===== config.mk =====
export PLATFORM = sky130hd
export DESIGN_NAME = mu0_control_fsm
export DESIGN_NICKNAME = d
export VERILOG_FILES = /design/src/rtl/mu0_control_fsm.sv
export SDC_FILE = /design/constraint.sdc
export NUM_CORES = 1
export LEC_CHECK = 0
export CORE_ASPECT_RATIO = 1.4
export CORE_MARGIN = 2
export CORE_UTILIZATION = 46
export CTS_CLUSTER_DIAMETER = 150
export DETAILED_ROUTE_END_ITERATION = 10
export GPL_TIMING_DRIVEN = 0
export HOLD_SLACK_MARGIN = 0.12
export PLACE_DENSITY = 0.83
export SLEW_MARGIN = 10
export SYNTH_ARGS = -nofsm -noshare
export SYNTH_HDL_FRONTEND = slang
export SYNTH_SLANG_ARGS = --single-unit

===== constraint.sdc =====
create_clock -name Clk -period 5 [get_ports Clk]
set_input_delay 1 -clock Clk [delete_from_list [all_inputs] [get_ports Clk]]
set_output_delay 1 -clock Clk [all_outputs]
set_load 0.01 [all_outputs]

===== src/rtl/mu0_control_fsm.sv =====
// MU0 sequencing controller.
// Runs the two-phase fetch/execute cycle. It decodes the opcode held in IR[15:12]
// and drives every datapath enable, mux select, ALU function and memory strobe.
// The state register and the retired-instruction counter are clocked.
// The control outputs are decoded from the current state in the same cycle, and
// they also depend on the inputs of that same cycle: IR_En and PC_En in FETCH,
// and every memory-gated enable in EXEC, follow MemRdy directly.
// An access that is not yet complete simply holds its outputs until MemRdy rises.
//
// Memory handshake: a read (Rd) or write (Wr) strobe is held high until the
// cycle in which MemRdy=1. That cycle completes the access. Any register load
// that depends on the access happens on the clock edge that ends that cycle.
// The controller never drives Rd and Wr in the same cycle.
//
// State is exported on State for observation (FETCH=0, EXEC=1, HALT=2).
module mu0_control_fsm #(
  parameter int OPW   = 4,
  parameter int CNT_W = 16
) (
  input  logic             Clk,
  input  logic             Reset,
  input  logic [OPW-1:0]   Opcode,
  input  logic             N_flag,
  input  logic             Z_flag,
  input  logic             MemRdy,
  output logic             IR_En,
  output logic             PC_En,
  output logic             ACC_En,
  output logic             Addr_sel,
  output logic             X_sel,
  output logic             Y_sel,
  output logic [1:0]       ALU_fs,
  output logic             Rd,
  output logic             Wr,
  output logic             Halted,
  output logic [CNT_W-1:0] InstrCnt,
  output logic [1:0]       State
);

  typedef enum logic [1:0] {
    FETCH = 2'd0,
    EXEC  = 2'd1,
    HALT  = 2'd2
  } state_e;

  localparam logic [OPW-1:0] OP_LDA = OPW'(0);
  localparam logic [OPW-1:0] OP_STA = OPW'(1);
  localparam logic [OPW-1:0] OP_ADD = OPW'(2);
  localparam logic [OPW-1:0] OP_SUB = OPW'(3);
  localparam logic [OPW-1:0] OP_JMP = OPW'(4);
  localparam logic [OPW-1:0] OP_JGE = OPW'(5);
  localparam logic [OPW-1:0] OP_JNE = OPW'(6);
  localparam logic [OPW-1:0] OP_STP = OPW'(7);

  localparam logic [1:0] FS_Y    = 2'b00;
  localparam logic [1:0] FS_ADD  = 2'b01;
  localparam logic [1:0] FS_INC  = 2'b10;
  localparam logic [1:0] FS_SUB  = 2'b11;

  state_e           state_q, state_d;
  logic [CNT_W-1:0] cnt_q;

  logic       ir_en_c, pc_en_c, acc_en_c;
  logic       addr_sel_c, x_sel_c, y_sel_c;
  logic [1:0] alu_fs_c;
  logic       rd_c, wr_c;
  logic       exec_done_c;

  // Decode state, opcode and handshake into datapath controls and next state.
  always_comb begin
    state_d     = state_q;
    ir_en_c     = 1'b0;
    pc_en_c     = 1'b0;
    acc_en_c    = 1'b0;
    addr_sel_c  = 1'b0;
    x_sel_c     = 1'b0;
    y_sel_c     = 1'b0;
    alu_fs_c    = FS_Y;
    rd_c        = 1'b0;
    wr_c        = 1'b0;
    exec_done_c = 1'b0;
    case (state_q)
      FETCH: begin
        // Read the instruction at PC; in the same cycle, PC+1 goes back into PC.
        rd_c     = 1'b1;
        x_sel_c  = 1'b1;
        alu_fs_c = FS_INC;
        ir_en_c  = MemRdy;
        pc_en_c  = MemRdy;
        if (MemRdy) state_d = EXEC;
      end
      EXEC: begin
        addr_sel_c = 1'b1;
        case (Opcode)
          OP_LDA: begin
            rd_c        = 1'b1;
            alu_fs_c    = FS_Y;
            acc_en_c    = MemRdy;
            exec_done_c = MemRdy;
          end
          OP_STA: begin
            wr_c        = 1'b1;
            exec_done_c = MemRdy;
          end
          OP_ADD: begin
            rd_c        = 1'b1;
            alu_fs_c    = FS_ADD;
            acc_en_c    = MemRdy;
            exec_done_c = MemRdy;
          end
          OP_SUB: begin
            rd_c        = 1'b1;
            alu_fs_c    = FS_SUB;
            acc_en_c    = MemRdy;
            exec_done_c = MemRdy;
          end
          OP_JMP: begin
            y_sel_c     = 1'b1;
            pc_en_c     = 1'b1;
            exec_done_c = 1'b1;
          end
          OP_JGE: begin
            y_sel_c     = 1'b1;
            pc_en_c     = ~N_flag;
            exec_done_c = 1'b1;
          end
          OP_JNE: begin
            y_sel_c     = 1'b1;
            pc_en_c     = ~Z_flag;
            exec_done_c = 1'b1;
          end
          default: begin
            // STP and the unassigned opcodes retire in one cycle with no side effects.
            exec_done_c = 1'b1;
          end
        endcase
        if (exec_done_c) state_d = (Opcode == OP_STP) ? HALT : FETCH;
      end
      HALT: state_d = HALT;
      default: state_d = FETCH;
    endcase
  end

  // State register and saturating retired-instruction counter.
  always_ff @(posedge Clk or posedge Reset) begin
    if (Reset) begin
      state_q <= FETCH;
      cnt_q   <= '0;
    end else begin
      state_q <= state_d;
      if (state_q == EXEC && exec_done_c && cnt_q != {CNT_W{1'b1}})
        cnt_q <= cnt_q + CNT_W'(1);
    end
  end

  // While Reset is high, the strobes are forced low. This kills an in-flight
  // access immediately, without waiting for the next clock edge.
  assign IR_En    = ~Reset & ir_en_c;
  assign PC_En    = ~Reset & pc_en_c;
  assign ACC_En   = ~Reset & acc_en_c;
  assign Addr_sel = ~Reset & addr_sel_c;
  assign X_sel    = ~Reset & x_sel_c;
  assign Y_sel    = ~Reset & y_sel_c;
  assign ALU_fs   = Reset ? 2'b00 : alu_fs_c;
  assign Rd       = ~Reset & rd_c;
  assign Wr       = ~Reset & wr_c;
  assign Halted   = ~Reset & (state_q == HALT);
  assign InstrCnt = cnt_q;
  assign State    = state_q;

endmodule

==> metrics.md, run 1 <==
| Metric | Value |
|---|---|
| R2R depth | 5 |
| Clock period minus worst slack | approximately 3.5 ns |
| Destination of the worst register-to-register timing path | InstrCnt[10] |
| Count of cells along the worst hold path | 1 |
| Weighted congestion reported at the end of routability-driven placement | 0.765 |
| ANT cells | 0 |
| Pre-antenna DRT Iters | 4 |
| Core box area | 0.00213 sq mm |
| Total routed wirelength | approximately 2400 um |
| Count of cell types in the netlist | 30 |
| Per-cell routed wire length | 14.5 um |
| Final #Nets | around 150 |
| Leakage | a little under 0.6 nW |
| Nets in the synthesized netlist | 110 |
| Clock Sinks | 18 |
| Overall die area | 0.00260 sq mm |
| Number of warnings issued by yosys | 0 |
| Max-cap violations | 0 |
| Element type at the critical path start | primary input |
| Sum of negative setup slack | 0 ns |
| Pin count of the biggest net entering global routing | 19 |
| Sequential-to-total area share from yosys stat | around 44% |
| Master of the slowest instance on the critical path | clkdlybuf4s50_1 |
| Setup bufs post-CTS | 0 |
| Final clock skew | 0.00475 ns |
| Hold Vio Cnt, Final | 0 |
| Fraction of final layout cells sized beyond drive strength 1 | between 7 and 8% |
| Synth-to-Final Area Change | 42.8% |
| Number of port buffers | 37 |
| Starting Density | between 40 and 50% |
| First-pass GRT wire length | 3930 um |
| Vertical die dimension | between 50 and 60 um |
| Path type of the worst min-delay path | reg2reg |
| Biggest fanout along the worst timing path | 3 |
| Quantity of gates resized following cts | 0 |
| Endpoints failing setup | 0 |
| Clock-pin slew of the registers on the worst-case setup and hold paths | around 0.10 ns |
| Fraction of the cycle the final worst path needs | approximately 70% |
| Number of antenna violations at the first check in global routing | 0 |
| Syn avg cell area | 10.1 sq um |
| Post-synthesis instance area | between 0.001 and 0.0015 sq mm |
| Drt via density | 5.81 |
| Worst stage delay on the critical path | ~0.55 ns |
| Pwr dens | 311 mW/mm^2 |
| Fin. max-slew vios | 0 |
| Post-detail-place hpwl | around 1800 um |
| Worst reg-to-reg setup slack | approximately 3.1 ns |
| Clock insertion delay at the later pin of the skew report | approximately 0.30 ns |
| Hold wc startpoint | State[1] |
| CTS HTree Levels | 1 |
| Peak Freq | ~280 MHz |
| Worst-margin pin slew | 0.653 ns |
| CTS buffer count | 3 |
| Synthesis-stage register bit count | 18 |
| Total of fill cells in the finished design | about 180 |
| Status | finished clean |
| I/O pin total | 38 |
| Std cell rows | 20 |
| Total global routing track utilization | a little under 20% |
| Vias | ~950 |
| Unrepaired setup endpoints after global routing | false |
| Number of remaining DRC errors | 0 |
| Leftover overflow at the end of global routing | 0 |
| Via count of the first global-routing pass | between 900 and 1000 |
| Worst vdd ir | 0.000294 V |
| # placed instances | between 150 and 200 |
| Clock buffer depth | 2 |
| Clock tree from TritonCTS | yes |
| Worst rel slew slack | a little under three fifths |
| Critical Path Sink Type | output port |
| Post-synthesis instance total | 100 |
| Starting DRC count in detailed routing | 21 |
| Hold-fix buffer count after cts | 0 |
| Data required time at the worst endpoint | approximately 4 ns |
| Root buffer selected by CTS | clkbuf_4 |
| Worst endpoint data arrival time | around 2.6 ns |
| CP cell instances | clkdlybuf4s50_1, nand2b_1, a21oi_1, nand3_1, a21oi_1, clkdlybuf4s50_1 |
| Launch instance of the worst register-to-register path | InstrCnt[0] |
| Fin cells | 163 |
| Hold EP | State[0] |
| Classification of the worst setup path | in2out |
| Antenna-violating nets left | 0 |
| Horiz. Die Dim | 43.7 um |
## per-layer routing
metal | up-vias | track usage, % | part of all wire (%)
met5 | - | 0 | 0
met4 | 0 | 8.23 | 1.6
met3 | 5 | 3.35 | 8.4
met2 | 37 | 36.8 | 52
met1 | 453 | 21.7 | 37
li1 | 452 | - | -
## area by class of cell
class | count | area, sq um | area share, %
sequential | 18 | 450 | 31.1
multi-input combinational | 81 | 561 | 38.7
inverter | 1 | 3.75 | 0.259
timing repair buffer | 37 | 370 | 25.6
tap | 22 | 27.5 | 1.90
clock buffer | 4 | 36.3 | 2.50
## sequential cells by signal, indices dropped and copies added, names as in the netlist
name	cells
InstrCnt	16
State	2
## synth_stat cells (all sizes together)
library cell	count	area, sq um
o31ai	1	7.51
o211ai	3	22.5
xor2	4	35.0
and3	6	37.5
nand3b	1	7.51
a21oi	5	25.0
nor4	1	21.3
and4b	1	10.0
xnor2	10	87.6
or2	2	15.0
nor4b	2	23.8
mux2	2	22.5
nand4b	1	8.76
nand2	8	30.0
nand2b	5	38.8
dfrtp	18	450
nor3b	2	15.0
ha	1	12.5
nor3	2	10.0
inv	1	3.75
o2111ai	2	17.5
nor2	8	30.0
nand4	4	25.0
and4	2	17.5
o21ai	2	10.0
nand3	6	30.0
## report_power, final
part           internal (mW)  switching [mW]
Combinational         0.0897          0.0646
Sequential             0.171          0.0359
Clock                 0.0445          0.0455
Total                  0.305           0.146
## critical path: cells and delay by family
family	cells	cell delay, ns
AOI/OAI and AO/OA	2	0.28
and+or+nand+nor	2	0.29
buffers and inverters	2	0.98
## worst max path at each step
stage | from | endpoint | slack [ns] | cells past startpoint
finish | Opcode[3] | PC_En | 1.45 | 6
CTS | Opcode[3] | PC_En | 1.45 | 6
floorplan | Opcode[3] | Y_sel | 2.40 | 2
global route | Opcode[2] | ALU_fs[1] | 1.30 | 5
detailed placement | Opcode[3] | PC_En | 1.45 | 6
global placement | Opcode[3] | PC_En | 1.45 | 6
## stage by stage
stage          power [mW]  area [sq um]  hold slack, ns  utilization, %  setup slack, ns
6_report            0.451          1450           0.496            68.1             1.45
5_1_grt             0.477          1450           0.528            68.1             1.30
4_1_cts             0.455          1450           0.502            68.1             1.45
3_5_place_dp        0.366          1410           0.484            66.4             1.45
3_3_place_gp        0.359          1410           0.478            66.4             1.45
2_1_floorplan       0.278          1010           0.507               -             2.40
## cell families (layout without fill, tap and decap cells)
family | count (synthesis) | after routing | synth area share, %
XOR/XNOR | 14 | 14 | 12.1
AO/OA/AOI/OAI | 13 | 13 | 8.14
adder cells (fa/ha/maj) | 1 | 1 | 1.23
buffers and inverters | 1 | 42 | 0.370
AND/OR/NAND/NOR | 51 | 51 | 31.6
flip-flops | 18 | 18 | 44.4
multiplexers | 2 | 2 | 2.22
## layout by cell type, fill, tap and decap left out, drive strengths merged, types with 3 or more instances in the layout
master,instances
dfrtp,18
o211ai,3
nand3,6
clkbuf,4
nand2b,5
xor2,4
xnor2,10
clkdlybuf4s50,37
and3,6
a21oi,5
nand2,8
nand4,4
nor2,8
No activity file was read; power rests on OpenSTA's default activity.
==> inputs of run 2 (changes only) <==
Settings changed: CORE_UTILIZATION 46 to 39, PLACE_DENSITY 0.83 to 0.75.
Clock period 5 ns to 2.85 ns, I/O delays scaled along.
==> run 2 against run 1 <==
Net effect:
- routed wire length up 2.8%
- power up 76%
- combinational power up 77%
- critical path depth unchanged
- via count unchanged
- critical path type unchanged
- largest cell class unchanged
- highest routed layer unchanged
==> metrics.md, run 2 (synthesis results as in run 1) <==
| Metric | Value |
|---|---|
| Status | finished clean |
| Per-cell routed wire length | 13.8 um (-4.3%) |
| Dpl cell area | 0.00143 sq mm (+1.1%) |
| Final clock skew | 0.00344 ns (-0.00131 ns) |
| Path type of the worst min-delay path | reg2reg |
| Weighted congestion reported at the end of routability-driven placement | 0.757 (-1.1%) |
| Number of remaining DRC errors | 0 (unchanged) |
| Element type at the critical path start | primary input |
| Most used cells in the layout excluding fill and tap cells | 37 x clkdlybuf4s50_1, 18 x dfrtp_1, 10 x xnor2_1 |
| Clock tree from TritonCTS | yes |
| Most common cell after layout, fill and taps aside | clkdlybuf4s50_1 |
| Starting Density | 41.5% (-6.2 points) |
| Sum of negative setup slack | 0 ns (unchanged) |
| Quantity of gates resized following cts | 0 (unchanged) |
| Fin cells | 175 (+7.4%) |
| Std cell rows | 21 (+5.0%) |
| Leftover overflow at the end of global routing | 0 (unchanged) |
| Number of buffers and inverters on the critical path | 2 (unchanged) |
| Clock insertion delay at the later pin of the skew report | 0.30 ns (about the same) |
| Worst stage delay on the critical path | 0.54 ns (about the same) |
| Starting DRC count in detailed routing | 22 (+4.8%) |
| CTS buffer count | 3 (unchanged) |
| Worst-margin pin slew | 0.678 ns (+0.0251 ns) |
| Clock Sinks | 18 (unchanged) |
| Leakage | 0.585 nW (unchanged) |
| Vias | 947 (unchanged) |
| Fraction of the cycle the final worst path needs | about 95% |
| Core box area | 0.00244 sq mm (+15%) |
| Root buffer selected by CTS | clkbuf_4 |
| CP cell instances | clkdlybuf4s50_1, nand2b_1, a21oi_1, nand3_1, a21oi_1, clkdlybuf4s50_1 |
| Max-cap violations | 0 (unchanged) |
| Antenna-violating nets left | 0 (unchanged) |
| Worst vdd ir | 0.000440 V (+50%) |
| Total routed wirelength | 2420 um (+2.8%) |
| Clock buffer depth | 2 (unchanged) |
| Worst endpoint data arrival time | 2.14 ns (-0.41 ns) |
| Sequential cell area in the final layout | 450 sq um (unchanged) |
| Pin count of the biggest net entering global routing | 19 (unchanged) |
| Post-detail-place hpwl | 1840 um (+2.8%) |
| Clock-pin slew of the registers on the worst-case setup and hold paths | 0.10 ns (about the same) |
| Worst rel slew slack | 54.8% (-1.4 points) |
| Number of antenna violations at the first check in global routing | 0 (unchanged) |
| Hold Vio Cnt, Final | 0 (unchanged) |
| Biggest fanout along the worst timing path | 3 (unchanged) |
| Pre-antenna DRT Iters | 4 (unchanged) |
| Clock period minus worst slack | between 2 and 3 ns |
| Pwr dens | 542 mW/mm^2 (+74%) |
| Number of port buffers | 37 (unchanged) |
| Endpoints failing setup | 0 (unchanged) |
| Drt via density | 5.41 (-6.9%) |
| Unrepaired setup endpoints after global routing | false |
| Multi-input gate area | 561 sq um (unchanged) |
| Total of fill cells in the finished design | 219 (+24%) |
| Critical Path Sink Type | output port |
| # placed instances | 171 (+7.5%) |
| Overall die area | 0.00303 sq mm (+16%) |
| Via count of the first global-routing pass | 982 (+7.3%) |
| Peak Freq | around 370 MHz |
| First-pass GRT wire length | 4070 um (+3.5%) |
| Vertical die dimension | 64.4 um (+8.0%) |
| Synth-to-Final Area Change | 44.3% |
| Final #Nets | 152 (unchanged) |
| Horiz. Die Dim | 47.1 um (+7.8%) |
| Fraction of final layout cells sized beyond drive strength 1 | 7.09% (unchanged) |
| Flip-flop count of the largest register, all copies and words added | 16 (unchanged) |
| I/O pin total | 38 (unchanged) |
| Total global routing track utilization | 17.8% (-2.0 points) |
| Data required time at the worst endpoint | 2.28 ns (-1.72 ns) |
| Setup bufs post-CTS | 0 (unchanged) |
| Cell family with the largest share of critical-path delay | buffers and inverters |
| ANT cells | 0 (unchanged) |
| Classification of the worst setup path | in2out |
| Hold-fix buffer count after cts | 0 (unchanged) |
| Fin. max-slew vios | 0 (unchanged) |
| CTS HTree Levels | 1 (unchanged) |
| Master of the slowest instance on the critical path | clkdlybuf4s50_1 |
| Post-route cell area | 0.00146 sq mm (+1.0%) |
[run 2: where the power goes]
part | switching [mW] | internal [mW]
registers | 0.0612 | 0.299
clock network | 0.0817 | 0.0779
logic | 0.114 | 0.159
total | 0.257 | 0.536
[run 2: worst paths after layout]
path                                    from           end  slack [ns]  cells after the start
worst max-delay path               Opcode[3]         PC_En        0.14                      6
worst min register to register  InstrCnt[14]  InstrCnt[14]        0.50                      1
worst min-delay path            InstrCnt[14]  InstrCnt[14]        0.50                      1
worst max register to register   InstrCnt[0]   InstrCnt[6]        1.01                      5
max in group asynchronous              Reset   InstrCnt[6]        1.63                      2
min in group asynchronous              Reset  InstrCnt[15]        0.79                      2
[run 2: worst register-to-register path: stages, from the launching register on]
cell and delay [ns]:
dfrtp_1 0.42, ha_1 0.20, nand4_1 0.15, nor3_1 0.56
o211ai_1 0.22, xnor2_1 0.18
[run 2: layout make-up]
type,count,share of cell area (%)
repair buffers,37,25.3
well taps,34,2.91
inverters,1,0.256
multi-input cells,81,38.3
clock buffers,4,2.48
flip-flops and latches,18,30.8
[run 2: routing by layer]
metal	track usage [%]	vias up	wire length, um
li1	-	450	-
met4	7.29	0	65
met1	20.3	449	991
met3	2.54	9	157
met5	0	-	0
met2	31.3	39	1210
[run 2: stage by stage]
stage,setup WS (ns),hold slack (ns),total power [mW],utilization (%)
2_1_floorplan,1.11,0.507,0.488,-
3_3_place_gp,0.164,0.488,0.631,58.4
3_5_place_dp,0.146,0.487,0.643,58.4
4_1_cts,0.144,0.503,0.806,59.9
5_1_grt,0.0279,0.537,0.840,59.9
6_report,0.141,0.497,0.793,59.9
==> inputs of run 3 (changes only) <==
Settings changed: CTS_CLUSTER_SIZE set to 10.
==> results of run 3 <==
The final DEF is identical to that of run 2; final timing and power are the same.
